$ cat src/rtl/sprite_addr_gen_if.sv
// sprite_addr_gen_if: pixel, player, bomb and sprite-address signals exchanged
// between the video/game side (master) and sprite_addr_gen (slave).
//
// Handshake: bomb_drop is a single-cycle request from the game logic. It is
// accepted only on a cycle where bomb_busy is low (bomb FSM idle), and
// bomb_x/bomb_y are captured on that same cycle. A drop while bomb_busy is
// high is dropped silently; there is no retry or queueing. bomb_done pulses
// for one cycle when the explosion ends, in the cycle bomb_busy falls.
interface sprite_addr_gen_if;
  logic        VS;
  logic [9:0]  DrawX;
  logic [9:0]  DrawY;
  logic [9:0]  player_x;
  logic [9:0]  player_y;
  logic        player_moving;
  logic        player_left;
  logic        bomb_drop;
  logic [9:0]  bomb_x;
  logic [9:0]  bomb_y;
  logic [10:0] addrPlayer;
  logic [10:0] addrBomb;
  logic        drawPlayer;
  logic        drawBomb;
  logic        bomb_busy;
  logic        bomb_done;

  modport master (
    output VS, DrawX, DrawY, player_x, player_y, player_moving, player_left,
           bomb_drop, bomb_x, bomb_y,
    input  addrPlayer, addrBomb, drawPlayer, drawBomb, bomb_busy, bomb_done
  );

  modport slave (
    input  VS, DrawX, DrawY, player_x, player_y, player_moving, player_left,
           bomb_drop, bomb_x, bomb_y,
    output addrPlayer, addrBomb, drawPlayer, drawBomb, bomb_busy, bomb_done
  );
endinterface

$ cat src/rtl/sprite_addr_gen.sv
// sprite_addr_gen: per-pixel sprite RAM addresses and draw flags for the
// player (4-frame walk animation, optional mirroring) and the bomb
// (IDLE -> FUSE -> BOOM life cycle). All outputs are registered, one cycle
// after DrawX/DrawY.
// Build option: define SPRITE_ANIM_EN to build the walk-animation divider;
// otherwise the player always uses frame 0 and player_moving is ignored.
module sprite_addr_gen #(
  parameter logic [10:0] PLAYER_BASE = 11'd0,
  parameter logic [10:0] BOMB_BASE   = 11'd1024,
  parameter int          FUSE_FRAMES = 120,
  parameter int          BOOM_FRAMES = 30,
  parameter int          ANIM_DIV    = 8
) (
  input  logic              clk,
  input  logic              reset_n,
  sprite_addr_gen_if.slave  bus,
  output logic [1:0]        o_dbg_state
);

  typedef enum logic [1:0] {
    S_IDLE = 2'd0,
    S_FUSE = 2'd1,
    S_BOOM = 2'd2
  } bomb_state_t;

  localparam logic [7:0] FUSE_LAST = 8'(FUSE_FRAMES - 1);
  localparam logic [7:0] BOOM_LAST = 8'(BOOM_FRAMES - 1);

  logic        r_vs_d;
  logic        w_frame_start;
  logic [9:0]  r_px;
  logic [9:0]  r_py;
  logic        r_left;
  logic [1:0]  w_anim_frame;
  bomb_state_t r_state;
  bomb_state_t w_next_state;
  logic [7:0]  r_life_cnt;
  logic [9:0]  r_bx;
  logic [9:0]  r_by;
  logic        w_accept;
  logic        w_cnt_clr;
  logic        w_cnt_inc;
  logic        w_done;
  logic [9:0]  w_pdx;
  logic [9:0]  w_pdy;
  logic [9:0]  w_bdx;
  logic [9:0]  w_bdy;
  logic [3:0]  w_col;
  logic        w_p_in;
  logic        w_b_in;
  logic        w_bomb_frame;

  assign o_dbg_state = r_state;

  // Remember last VS so a high->low transition marks the start of a frame.
  always_ff @(posedge clk or negedge reset_n) begin
    if (!reset_n) r_vs_d <= 1'b0;
    else          r_vs_d <= bus.VS;
  end

  assign w_frame_start = r_vs_d & ~bus.VS;

  // Shadow the player position/facing once per frame to avoid tearing.
  always_ff @(posedge clk or negedge reset_n) begin
    if (!reset_n) begin
      r_px   <= 10'd0;
      r_py   <= 10'd0;
      r_left <= 1'b0;
    end else if (w_frame_start) begin
      r_px   <= bus.player_x;
      r_py   <= bus.player_y;
      r_left <= bus.player_left;
    end
  end

`ifdef SPRITE_ANIM_EN
  localparam logic [7:0] ANIM_LAST = 8'(ANIM_DIV - 1);

  logic [7:0] r_anim_div;
  logic [1:0] r_anim_frame;

  // Walk animation: step one frame every ANIM_DIV ticks while moving.
  always_ff @(posedge clk or negedge reset_n) begin
    if (!reset_n) begin
      r_anim_div   <= 8'd0;
      r_anim_frame <= 2'd0;
    end else if (w_frame_start) begin
      if (!bus.player_moving) begin
        r_anim_div   <= 8'd0;
        r_anim_frame <= 2'd0;
      end else if (r_anim_div == ANIM_LAST) begin
        r_anim_div   <= 8'd0;
        r_anim_frame <= r_anim_frame + 2'd1;
      end else begin
        r_anim_div   <= r_anim_div + 8'd1;
      end
    end
  end

  assign w_anim_frame = r_anim_frame;
`else
  localparam int ANIM_DIV_UNUSED = ANIM_DIV;

  logic w_unused_moving;

  assign w_unused_moving = bus.player_moving;
  assign w_anim_frame    = 2'd0;
`endif

  // Bomb FSM state register.
  always_ff @(posedge clk or negedge reset_n) begin
    if (!reset_n) r_state <= S_IDLE;
    else          r_state <= w_next_state;
  end

  // Bomb FSM next state and counter controls; a drop in IDLE wins over any
  // coincident frame tick, so that tick is not counted.
  always_comb begin
    w_next_state = r_state;
    w_accept     = 1'b0;
    w_cnt_clr    = 1'b0;
    w_cnt_inc    = 1'b0;
    w_done       = 1'b0;
    case (r_state)
      S_IDLE: begin
        if (bus.bomb_drop) begin
          w_accept     = 1'b1;
          w_cnt_clr    = 1'b1;
          w_next_state = S_FUSE;
        end
      end
      S_FUSE: begin
        if (w_frame_start) begin
          if (r_life_cnt == FUSE_LAST) begin
            w_cnt_clr    = 1'b1;
            w_next_state = S_BOOM;
          end else begin
            w_cnt_inc    = 1'b1;
          end
        end
      end
      S_BOOM: begin
        if (w_frame_start) begin
          if (r_life_cnt == BOOM_LAST) begin
            w_cnt_clr    = 1'b1;
            w_done       = 1'b1;
            w_next_state = S_IDLE;
          end else begin
            w_cnt_inc    = 1'b1;
          end
        end
      end
      default: w_next_state = S_IDLE;
    endcase
  end

  // Bomb life counter and drop position (live, not frame-shadowed).
  always_ff @(posedge clk or negedge reset_n) begin
    if (!reset_n) begin
      r_life_cnt <= 8'd0;
      r_bx       <= 10'd0;
      r_by       <= 10'd0;
    end else begin
      if (w_cnt_clr)      r_life_cnt <= 8'd0;
      else if (w_cnt_inc) r_life_cnt <= r_life_cnt + 8'd1;
      if (w_accept) begin
        r_bx <= bus.bomb_x;
        r_by <= bus.bomb_y;
      end
    end
  end

  // Box-relative offsets; wrap-around makes pixels left/above the box large.
  assign w_pdx        = bus.DrawX - r_px;
  assign w_pdy        = bus.DrawY - r_py;
  assign w_bdx        = bus.DrawX - r_bx;
  assign w_bdy        = bus.DrawY - r_by;
  assign w_col        = r_left ? (4'd15 - w_pdx[3:0]) : w_pdx[3:0];
  assign w_p_in       = (w_pdx < 10'd16) && (w_pdy < 10'd16);
  assign w_b_in       = (w_bdx < 10'd16) && (w_bdy < 10'd16);
  assign w_bomb_frame = (r_state == S_BOOM);

  // Registered outputs: addresses, draw flags and bomb status.
  always_ff @(posedge clk or negedge reset_n) begin
    if (!reset_n) begin
      bus.addrPlayer <= 11'd0;
      bus.addrBomb   <= 11'd0;
      bus.drawPlayer <= 1'b0;
      bus.drawBomb   <= 1'b0;
      bus.bomb_busy  <= 1'b0;
      bus.bomb_done  <= 1'b0;
    end else begin
      bus.addrPlayer <= PLAYER_BASE + {1'b0, w_anim_frame, w_pdy[3:0], w_col};
      bus.addrBomb   <= BOMB_BASE + {2'b00, w_bomb_frame, w_bdy[3:0], w_bdx[3:0]};
      bus.drawPlayer <= w_p_in;
      bus.drawBomb   <= w_b_in && (r_state != S_IDLE);
      bus.bomb_busy  <= (w_next_state != S_IDLE);
      bus.bomb_done  <= w_done;
    end
  end

endmodule

$ cat src/flat_wrapper.sv
// flat-port wrapper written by rule: the top's interface ports become plain ports
module sprite_addr_gen_flat 
#(
  parameter logic [10:0] PLAYER_BASE = 11'd0,
  parameter logic [10:0] BOMB_BASE   = 11'd1024,
  parameter int          FUSE_FRAMES = 120,
  parameter int          BOOM_FRAMES = 30,
  parameter int          ANIM_DIV    = 8
)
  (clk, reset_n, o_dbg_state, bus_VS, bus_DrawX, bus_DrawY, bus_player_x, bus_player_y, bus_player_moving, bus_player_left, bus_bomb_drop, bus_bomb_x, bus_bomb_y, bus_addrPlayer, bus_addrBomb, bus_drawPlayer, bus_drawBomb, bus_bomb_busy, bus_bomb_done);
  sprite_addr_gen_if bus_i ();
  input  logic clk;
  input  logic reset_n;
  output logic [1:0] o_dbg_state;
  input wire logic [$bits(bus_i.VS)-1:0] bus_VS;
  input wire logic [$bits(bus_i.DrawX)-1:0] bus_DrawX;
  input wire logic [$bits(bus_i.DrawY)-1:0] bus_DrawY;
  input wire logic [$bits(bus_i.player_x)-1:0] bus_player_x;
  input wire logic [$bits(bus_i.player_y)-1:0] bus_player_y;
  input wire logic [$bits(bus_i.player_moving)-1:0] bus_player_moving;
  input wire logic [$bits(bus_i.player_left)-1:0] bus_player_left;
  input wire logic [$bits(bus_i.bomb_drop)-1:0] bus_bomb_drop;
  input wire logic [$bits(bus_i.bomb_x)-1:0] bus_bomb_x;
  input wire logic [$bits(bus_i.bomb_y)-1:0] bus_bomb_y;
  output wire logic [$bits(bus_i.addrPlayer)-1:0] bus_addrPlayer;
  output wire logic [$bits(bus_i.addrBomb)-1:0] bus_addrBomb;
  output wire logic [$bits(bus_i.drawPlayer)-1:0] bus_drawPlayer;
  output wire logic [$bits(bus_i.drawBomb)-1:0] bus_drawBomb;
  output wire logic [$bits(bus_i.bomb_busy)-1:0] bus_bomb_busy;
  output wire logic [$bits(bus_i.bomb_done)-1:0] bus_bomb_done;
  assign bus_i.VS = bus_VS;
  assign bus_i.DrawX = bus_DrawX;
  assign bus_i.DrawY = bus_DrawY;
  assign bus_i.player_x = bus_player_x;
  assign bus_i.player_y = bus_player_y;
  assign bus_i.player_moving = bus_player_moving;
  assign bus_i.player_left = bus_player_left;
  assign bus_i.bomb_drop = bus_bomb_drop;
  assign bus_i.bomb_x = bus_bomb_x;
  assign bus_i.bomb_y = bus_bomb_y;
  assign bus_addrPlayer = bus_i.addrPlayer;
  assign bus_addrBomb = bus_i.addrBomb;
  assign bus_drawPlayer = bus_i.drawPlayer;
  assign bus_drawBomb = bus_i.drawBomb;
  assign bus_bomb_busy = bus_i.bomb_busy;
  assign bus_bomb_done = bus_i.bomb_done;
  sprite_addr_gen #(.PLAYER_BASE(PLAYER_BASE), .BOMB_BASE(BOMB_BASE), .FUSE_FRAMES(FUSE_FRAMES), .BOOM_FRAMES(BOOM_FRAMES), .ANIM_DIV(ANIM_DIV)) u_core (.clk(clk), .reset_n(reset_n), .bus(bus_i), .o_dbg_state(o_dbg_state));
endmodule
$ cat config.mk
export PLATFORM = sky130hd
export DESIGN_NAME = sprite_addr_gen_flat
export DESIGN_NICKNAME = d
export VERILOG_FILES = /design/src/rtl/sprite_addr_gen_if.sv /design/src/rtl/sprite_addr_gen.sv /design/src/flat_wrapper.sv
export SDC_FILE = /design/constraint.sdc
export NUM_CORES = 1
export LEC_CHECK = 0
export BUFFER_PORTS_ARGS = -buffer_cell sky130_fd_sc_hd__buf_2
export CAP_MARGIN = 10
export CORE_MARGIN = 10
export CORE_UTILIZATION = 50
export DETAILED_ROUTE_END_ITERATION = 12
export MAX_ROUTING_LAYER = met4
export PLACE_DENSITY = 0.83
export SLEW_MARGIN = 0
export SYNTH_ARGS = -nofsm -noshare
export SYNTH_HDL_FRONTEND = slang
export SYNTH_SLANG_ARGS = --single-unit
$ cat constraint.sdc
create_clock -name clk -period 2.65 [get_ports clk]
set_clock_uncertainty 0.2 [all_clocks]
set_input_delay 0.6625 -clock clk [delete_from_list [all_inputs] [get_ports clk]]
set_output_delay 0.6625 -clock clk [all_outputs]
set_load 0.005 [all_outputs]
* After elaboration in Yosys (flattened, before gate mapping)
Cells that the tools add are included.
** Storage, ports and cells
- Output and inout bits :: 28
- Flip-flop bits (word level) :: 75
- Bits of input ports :: 66
- Word-level logic and storage cells :: 60
** Cells by class
- Bitwise operators :: 2
- Muxes and demuxes :: 22
- Reductions and logical operators :: 7
- Equality and inequality tests :: 4
- Add/subtract/negate cells :: 7
- Order comparisons :: 4
** Operator list (number)
- $lt 10x5->1 const B :: 4
- $sub 10x10->10 :: 4
- $mux 8 :: 2
- $add 11x9->11 const A :: 1
- $mux 1 :: 11
- $mux 2 :: 5
- $add 8x1->8 const B :: 1
- $eq 8x5->1 const B :: 1
- $eq 8x7->1 const B :: 1
- $pmux 2 s3 :: 1
- $reduce_bool 2->1 :: 3
- $mux 4 :: 1
- $sub 4x4->4 const A :: 1
- $logic_and 1x1->1 :: 3
- $pmux 1 s3 :: 1
- $eq 2x1->1 const B :: 1
- $eq 2x2->1 const B :: 1
- $logic_not 2->1 :: 1
- $pmux 1 s2 :: 1
- $and 1x1->1 :: 1
- $not 1->1 :: 1

* Logic depth before layout (Yosys ltp)
Gate-level depths: netlist of run 1.
- Depth after elaboration :: 6
- Mapped depth :: 11

* Worst setup path before layout of run 1
Ideal clock, no wire load.
- Path kind :: input to register
- From :: input bus_DrawY[0]
- To :: register u_core.bus.drawPlayer
- Data required time :: 2.339 ns
- Arrival :: 2.959 ns
- Stages :: 11
- Path buffers :: 0
- Path slack :: -0.620 ns
- Library setup time :: 0.111 ns
- Cell sequence :: inv_1 > ha_1 > inv_1 > fa_1 > a21o_1 > a21oi_2 > xor2_1 > nand2_1 > or4_1 > a2111o_1 > a2111oi_2
** On the way
- Word-level cells in the longest chain between the ends :: 3
** Ends and longest elaborated chain
- start, declared :: line flat_wrapper.sv:17 : input wire logic [$bits(bus_i.DrawY)-1:0] bus_DrawY;
- $sub 10x10->10 :: line sprite_addr_gen.sv:175 : assign w_pdy = bus.DrawY - r_py;
- $lt 10x5->1 :: line sprite_addr_gen.sv:179 : assign w_p_in = (w_pdx < 10'd16) && (w_pdy < 10'd16);
- $logic_and 1x1->1 :: line sprite_addr_gen.sv:179
- named net u_core.w_p_in :: line sprite_addr_gen.sv:49 : logic w_p_in;
- end signal, assigned :: line sprite_addr_gen.sv:195 : bus.drawPlayer <= w_p_in;
- end, declared :: line sprite_addr_gen_if.sv:36 : output addrPlayer, addrBomb, drawPlayer, drawBomb, bomb_busy, bomb_done
The timed path passes the listed nets, and every way through them passes these cells.
A chain may end at the register's enable or synchronous reset.

* Worst setup path in the final report of run 1
Ends and elaborated chain as after synthesis.

==> out/results.tsv, run 1 <==
metric	value	unit
run_status	finished with violations	
violations	negative setup slack	
floorplan.die_area	0.0133	mm²
sequential_element_share_of_the_synthesized_area	0.406	
post_synth_instance_area	0.00456	mm²
grt_pass1_vias	4265	
power-per-cell-area	910	mW/mm²
final.fill_count	668	
post-route-drc-count	0	
synth-main-ff-cell	sky130_fd_sc_hd__dfrtp_1	
final_antenna_net_count	0	
final_design_area_no_fill	0.00597	mm²
number_of_endpoints_failing_setup_at_the_final_stage	2	
ctsLongestPathBuffers	2	
measured_slew_at_the_worst_slew_check_pin	0.577	ns
routabilityCongestion	0.903	
detailedRoute.firstPassIterationCount	4	
crit_path_end_kind	flop	
vdd_ir_drop_max	0.546	mV
io-pin-count	94	
hold_path.class	primary input to async pin	
placedCellCount	711	
final-hold-violation-count	0	
synthesis.yosys.warnings	0	
fin_nets	727	
critical_path_arrival	2.99	ns
via_per_inst	5.31	
synth.distinct_cells	57	
first_iter_violations	199	
hpwlAfterDp	9260	µm
grt_pass1_wl	19600	µm
groute.usage.overall	0.186	
post-route-min-period	2.94	ns
floorplan.rows	34	
drt_wl_total	11800	µm
grt.overflow.total	0	
synth-edff-count	0	
final_critical_path_setup_slack	-0.290	ns
rsz0062_at_grt	yes	
initial_utilization	0.518	
maxSlewViolCount	0	
die_w	116	µm
tritoncts_sink_count	74	
finalCritPeriodShare	1.11	
antenna_found_initial	0	
timing.max_slew.rel_slack	0.616	
static-leakage-power	0.00297	µW
dp_slack	-0.684	ns
grt_max_degree	36	
dr_total_vias	3865	
async_reset_ff_frac	1.00	
cts_root_buf	sky130_fd_sc_hd__clkbuf_8	
achievable-frequency	340	MHz
synthToLayoutAreaGrowth	30.8	%
worst-setup-path-type	primary input to flop	
post_synth.cell_area_avg	9.90	µm²
critPathLaunchType	primary input	
wl_per_cell	16.3	µm
placed_area	0.00564	mm²
die-height	116	µm
finalNonFillerCells	728	
cts_buffers	9	
antenna-diode-count	0	
h_tree_level_count	3	
cts_tree	yes	
max_cap_viol_count	0	
placeableCoreArea	0.00881	mm²
numPortBuffers	88	
syn_inst	461	
cp.required	2.70	ns
clock_pin_slew_on_the_worst_setup_and_hold_paths	0.08	ns
drive_above_1_share	0.355	
path_max_fanout	2	
synth.ff_latch_count	74	
clk-insertion-delay-late	0.36	ns
fin_setup_tns	-0.465	ns
power by group:
part	total, µW	leakage, µW	internal [µW]	switching [µW]
clock network	1200	0.000137	750	454
registers	1640	0.000902	1470	175
logic	2580	0.00193	1320	1260
total	5430	0.00297	3540	1890
final timing paths:
path,from,endpoint,slack (ns),cells past startpoint
min in group clk,bus_VS,u_core.r_vs_d$_DFF_PN0_,0.23,1
worst max-delay path,bus_DrawY[0],u_core.bus.drawPlayer$_DFF_PN0_,-0.29,12
worst min register to register,u_core.r_bx[2]$_DFFE_PN0P_,u_core.r_bx[2]$_DFFE_PN0P_,0.31,1
max in group asynchronous,reset_n,u_core.r_life_cnt[6]$_DFFE_PN0P_,1.67,2
worst min-delay path,reset_n,u_core.bus.addrPlayer[4]$_DFF_PN0_,0.03,1
worst max register to register,u_core.r_py[0]$_DFFE_PN0P_,u_core.bus.drawPlayer$_DFF_PN0_,-0.27,10
kinds of logic after synthesis:
family,Yosys count,synth area share
buffers and inverters,67,0.0592
multiplexers,31,0.0751
AO/OA/AOI/OAI,97,0.140
XOR/XNOR,29,0.0557
flip-flops,74,0.406
AND/OR/NAND/NOR,115,0.130
adder cells (fa/ha/maj),46,0.133
other,2,0.00165
through the flow:
| stage | power [µW] | hold slack [ns] | util |
|---|---|---|---|
| after floorplan | 3240 | 0.167 | - |
| after global placement | 4050 | 0.290 | 0.641 |
| after detailed placement | 4180 | 0.295 | 0.641 |
| after CTS | 5430 | 0.0443 | 0.675 |
| after global routing | 5830 | 0.0529 | 0.678 |
| final | 5430 | 0.0306 | 0.678 |
placed cells by master, fill, tap and decap left out, drive strengths merged, types with 5 or more instances in the layout:
cell type  netlist  routed
nand2           29      29
conb             2       5
clkbuf           9      10
xnor2           15      15
ha              42      42
mux2i            5       5
nor2            24      24
a21o             7       7
dfrtp           74      74
mux2            26      26
buf              6     155
nand4            8       8
a211oi           5       5
nor3b            6       6
o21ai           30      30
nor3             7       7
a21oi           19      19
nor2b            9       9
xor2            14      14
and3             7       7
o21a             7       7
inv             52      52
worst max-delay path, cell delays in order:
cell and delay, ns:
sky130_fd_sc_hd__buf_12 0.11, sky130_fd_sc_hd__inv_16 0.04, sky130_fd_sc_hd__ha_4 0.12, sky130_fd_sc_hd__inv_2 0.04, sky130_fd_sc_hd__fa_2 0.38, sky130_fd_sc_hd__a21o_1 0.18
sky130_fd_sc_hd__a21oi_2 0.18, sky130_fd_sc_hd__xor2_1 0.17, sky130_fd_sc_hd__nand2_1 0.08, sky130_fd_sc_hd__or4_4 0.51, sky130_fd_sc_hd__a2111o_1 0.33, sky130_fd_sc_hd__a2111oi_4 0.19
synthesized netlist by cell type (2+ instances only):
| cell type | count | area (µm²) |
|---|---|---|
| sky130_fd_sc_hd__o21a_1 | 7 | 52.6 |
| sky130_fd_sc_hd__inv_1 | 52 | 195 |
| sky130_fd_sc_hd__nor3_1 | 7 | 35.0 |
| sky130_fd_sc_hd__a21boi_0 | 4 | 30.0 |
| sky130_fd_sc_hd__nand2_1 | 29 | 109 |
| sky130_fd_sc_hd__o21ai_0 | 30 | 150 |
| sky130_fd_sc_hd__dfrtp_1 | 74 | 1850 |
| sky130_fd_sc_hd__and2_1 | 3 | 18.8 |
| sky130_fd_sc_hd__o22ai_1 | 2 | 12.5 |
| sky130_fd_sc_hd__clkbuf_1 | 7 | 26.3 |
| sky130_fd_sc_hd__a31oi_1 | 4 | 25.0 |
| sky130_fd_sc_hd__or4_1 | 2 | 15.0 |
| sky130_fd_sc_hd__and3_1 | 7 | 43.8 |
| sky130_fd_sc_hd__mux2_2 | 26 | 293 |
| sky130_fd_sc_hd__nor3b_1 | 6 | 45.0 |
| sky130_fd_sc_hd__a21o_1 | 7 | 52.6 |
| sky130_fd_sc_hd__or3_1 | 4 | 25.0 |
| sky130_fd_sc_hd__o2111ai_1 | 3 | 26.3 |
| sky130_fd_sc_hd__o211ai_1 | 4 | 30.0 |
| sky130_fd_sc_hd__fa_1 | 4 | 80.1 |
| sky130_fd_sc_hd__ha_1 | 42 | 526 |
| sky130_fd_sc_hd__nor2b_1 | 9 | 56.3 |
| sky130_fd_sc_hd__a21oi_2 | 2 | 17.5 |
| sky130_fd_sc_hd__conb_1 | 2 | 7.51 |
| sky130_fd_sc_hd__mux2i_1 | 5 | 50.1 |
| sky130_fd_sc_hd__a21oi_1 | 17 | 85.1 |
| sky130_fd_sc_hd__nand3_1 | 4 | 20.0 |
| sky130_fd_sc_hd__or2_2 | 3 | 18.8 |
| sky130_fd_sc_hd__xnor2_1 | 15 | 131 |
| sky130_fd_sc_hd__clkbuf_2 | 2 | 10.0 |
| sky130_fd_sc_hd__xor2_1 | 14 | 123 |
| sky130_fd_sc_hd__a211oi_1 | 4 | 30.0 |
| sky130_fd_sc_hd__nor4_1 | 3 | 18.8 |
| sky130_fd_sc_hd__nor2_1 | 24 | 90.1 |
| sky130_fd_sc_hd__buf_4 | 4 | 30.0 |
| sky130_fd_sc_hd__nand4_1 | 8 | 50.1 |
routing by layer:
layer / track usage / up-vias / routed length, µm
met1: 0.205 / 1853 / 4910
met4: 0.0735 / 0 / 227
met3: 0.0357 / 22 / 574
li1: - / 1900 / -
met5: - / - / 0
met2: 0.325 / 90 / 6120
state kept, by name, indices dropped and copies added (netlist names):
register and cells:
u_core.bus.drawPlayer 1, u_core.bus.addrBomb 10, u_core.r_px 10, u_core.r_left 1, u_core.bus.addrPlayer 8, u_core.r_by 10
u_core.bus.drawBomb 1, u_core.bus.bomb_done 1, u_core.r_bx 10, u_core.r_py 10, u_core.r_life_cnt 8, u_core.bus.bomb_busy 1
u_core.r_vs_d 1, u_core.o_dbg_state 2
what timing repair did:
item	4_1_cts	5_1_grt
hold buffers	0	0
pin swaps	2	4
gates resized for setup	5	3
endpoints found under the hold margin	0	0
buffers inserted	0	1
gates cloned	0	0
setup endpoints to repair	2	2
layout make-up:
type	count	area (µm²)	area share
Multi-Input combinational cell	323	2520	0.422
Clock inverter	6	138	0.0231
Sequential cell	74	1850	0.310
Tap cell	108	135	0.0226
Timing Repair Buffer	155	973	0.163
Clock buffer	10	138	0.0231
Inverter	52	211	0.0354
No activity file was read; power rests on OpenSTA's default activity.
==> inputs of run 2 (changes only) <==
CORE_MARGIN = default   (was 10)
==> run 2 against run 1 <==
Net effect: the run still ends with negative setup slack left; critical path depth fell by 2; setup slack improved by 0.019 ns; total power fell by 1.8%; core utilization fell by 0.16 points; largest power group unchanged; final cell count fell by 0.14%; non-clock buffer count fell by 1; critical path type is now flop to flop; routed wire length fell by 3.6%; fmax rose by 0.66%; via count rose by 3.1%.
==> out/results.tsv, run 2 (same netlist as run 1, synthesis figures left out) <==
metric	value	unit	change
run_status	finished with violations		unchanged
violations	negative setup slack		unchanged
placed_area	0.00563	mm²	was 0.00564 mm²
cts_buffers	9		unchanged
placeableCoreArea	0.00876	mm²	was 0.00881 mm²
post-route-drc-count	0		unchanged
clk-insertion-delay-late	0.36	ns	about the same
floorplan.die_area	0.00951	mm²	was 0.0133 mm²
rsz0062_at_grt	yes		unchanged
die-height	97.5	µm	was 116 µm
first_iter_violations	208		was 199
power-per-cell-area	900	mW/mm²	was 910 mW/mm²
final_design_area_no_fill	0.00592	mm²	was 0.00597 mm²
cts_tree	yes		unchanged
max_cap_viol_count	0		unchanged
grt_pass1_wl	19100	µm	was 19,600 µm
dr_total_vias	3983		was 3,865
static-leakage-power	0.00295	µW	was 0.00297 µW
clock_pin_slew_on_the_worst_setup_and_hold_paths	0.08	ns	about the same
ctsLongestPathBuffers	2		unchanged
worst-setup-path-type	flop to flop		was primary input to flop
critical_path_arrival	2.98	ns	was 2.99 ns
synthToLayoutAreaGrowth	29.8	%	was 30.8%
final-hold-violation-count	0		unchanged
dp_slack	-0.687	ns	was -0.684 ns
hold_path.class	primary input to async pin		unchanged
hpwlAfterDp	8830	µm	was 9260 µm
cts.repair_timing.setup_buffer_count	0		unchanged
die_w	97.5	µm	was 116 µm
io-pin-count	94		unchanged
measured_slew_at_the_worst_slew_check_pin	0.651	ns	was 0.577 ns
fin_nets	726		was 727
routabilityCongestion	0.940		was 0.903
critPathLaunchType	flop		was primary input
timing.max_slew.rel_slack	0.566		was 0.616
initial_utilization	0.521		was 0.518
antenna-diode-count	0		unchanged
layout_commonest_cell	sky130_fd_sc_hd__buf_2		unchanged
drt_wl_total	11400	µm	was 11,800 µm
vdd_ir_drop_max	0.472	mV	was 0.546 mV
final_cell_mix	sky130_fd_sc_hd__buf_2, sky130_fd_sc_hd__dfrtp_1, sky130_fd_sc_hd__buf_4		unchanged
number_of_endpoints_failing_setup_at_the_final_stage	2		unchanged
wl_per_cell	15.7	µm	was 16.3 µm
path_max_fanout	2		unchanged
grt_max_degree	52		was 36
final_critical_path_setup_slack	-0.271	ns	was -0.290 ns
maxSlewViolCount	0		unchanged
tritoncts_sink_count	74		unchanged
finalCritPeriodShare	1.10		was 1.11
final_antenna_net_count	0		unchanged
cts_root_buf	sky130_fd_sc_hd__clkbuf_8		unchanged
achievable-frequency	342	MHz	was 340 MHz
via_per_inst	5.48		was 5.31
total_power_after_layout	5330	µW	was 5430 µW
fin_setup_tns	-0.409	ns	was -0.465 ns
cts_hold_buf	0		unchanged
crit_path_end_kind	flop		unchanged
groute.usage.overall	0.259		was 0.186
antenna_found_initial	0		unchanged
grt_pass1_vias	4171		was 4,265
drive_above_1_share	0.351		was 0.355
detailedRoute.firstPassIterationCount	4		unchanged
numPortBuffers	88		unchanged
grt.overflow.total	0		unchanged
cp.required	2.71	ns	was 2.70 ns
post-route-min-period	2.92	ns	was 2.94 ns
floorplan.rows	34		unchanged
h_tree_level_count	3		unchanged
[run 2: changes by cell type in the layout (fill, tap and decap cells not counted)]
| cell | previous run | this run |
|---|---|---|
| sky130_fd_sc_hd__buf_12 | 2 | 1 |
| sky130_fd_sc_hd__buf_4 | 67 | 66 |
| sky130_fd_sc_hd__buf_6 | 0 | 1 |
| sky130_fd_sc_hd__bufinv_16 | 4 | 3 |
| sky130_fd_sc_hd__clkbuf_1 | 0 | 1 |
| sky130_fd_sc_hd__clkbuf_8 | 10 | 11 |
| sky130_fd_sc_hd__clkinv_4 | 2 | 0 |
| sky130_fd_sc_hd__clkinvlp_4 | 0 | 1 |
| sky130_fd_sc_hd__or4_1 | 1 | 2 |
| sky130_fd_sc_hd__or4_4 | 1 | 0 |
[run 2: worst max-delay path, stage by stage (launching register included)]
cell	delay, ns
sky130_fd_sc_hd__dfrtp_1	0.42
sky130_fd_sc_hd__ha_4	0.16
sky130_fd_sc_hd__inv_2	0.04
sky130_fd_sc_hd__fa_2	0.38
sky130_fd_sc_hd__a21o_1	0.19
sky130_fd_sc_hd__a21oi_2	0.18
sky130_fd_sc_hd__xor2_1	0.16
sky130_fd_sc_hd__nand2_1	0.06
sky130_fd_sc_hd__or4_1	0.51
sky130_fd_sc_hd__a2111o_1	0.33
sky130_fd_sc_hd__a2111oi_4	0.19
[run 2: layer usage]
| metal | global-route usage | wire length [µm] | vias to the layer above |
|---|---|---|---|
| met3 | 0.0489 | 554 | 39 |
| met2 | 0.450 | 5970 | 135 |
| met4 | 0.124 | 401 | 0 |
| li1 | - | - | 1901 |
| met1 | 0.284 | 4480 | 1908 |
| met5 | - | 0 | - |
[run 2: power by group]
group          leakage [µW]  switching [µW]  internal, µW  total, µW
clock              0.000123             432           678       1110
sequential         0.000902             173          1470       1640
combinational       0.00192            1270          1310       2580
[run 2: stage by stage]
| step | hold WS (ns) | utilization | std cells |
|---|---|---|---|
| 4_1_cts | 0.147 | 0.674 | 727 |
| 6_report | 0.124 | 0.676 | 727 |
| 3_3_place_gp | 0.291 | 0.643 | 711 |
| 3_5_place_dp | 0.294 | 0.643 | 711 |
| 2_1_floorplan | 0.167 | - | 464 |
| 5_1_grt | 0.167 | 0.676 | 727 |
[run 2: what timing repair did]
action	4_1_cts	5_1_grt
setup endpoints to repair	2	2
resized for setup	6	2
pin swaps	0	2
cloned	0	0
[run 2: final cells by class]
| type | instances | area (µm²) |
|---|---|---|
| timing repair buffer | 154 | 957 |
| multi-input combinational | 323 | 2520 |
| sequential | 74 | 1850 |
| tap | 108 | 135 |
| clock inverter | 4 | 97.6 |
| clock buffer | 12 | 155 |
| inverter | 52 | 211 |
| fill | 679 | 2840 |
[run 2: worst paths after layout]
kind / from / to / slack, ns / cells past startpoint
hold reg to reg: u_core.r_bx[7]$_DFFE_PN0P_ / u_core.r_bx[7]$_DFFE_PN0P_ / 0.31 / 1
hold / removal: reset_n / u_core.bus.addrPlayer[5]$_DFF_PN0_ / 0.12 / 1
setup / recovery: u_core.r_py[0]$_DFFE_PN0P_ / u_core.bus.drawPlayer$_DFF_PN0_ / -0.27 / 10
setup reg to reg: u_core.r_py[0]$_DFFE_PN0P_ / u_core.bus.drawPlayer$_DFF_PN0_ / -0.27 / 10
min in group clk: bus_VS / u_core.r_vs_d$_DFF_PN0_ / 0.23 / 1
max in group asynchronous: reset_n / u_core.r_life_cnt[7]$_DFFE_PN0P_ / 1.45 / 2
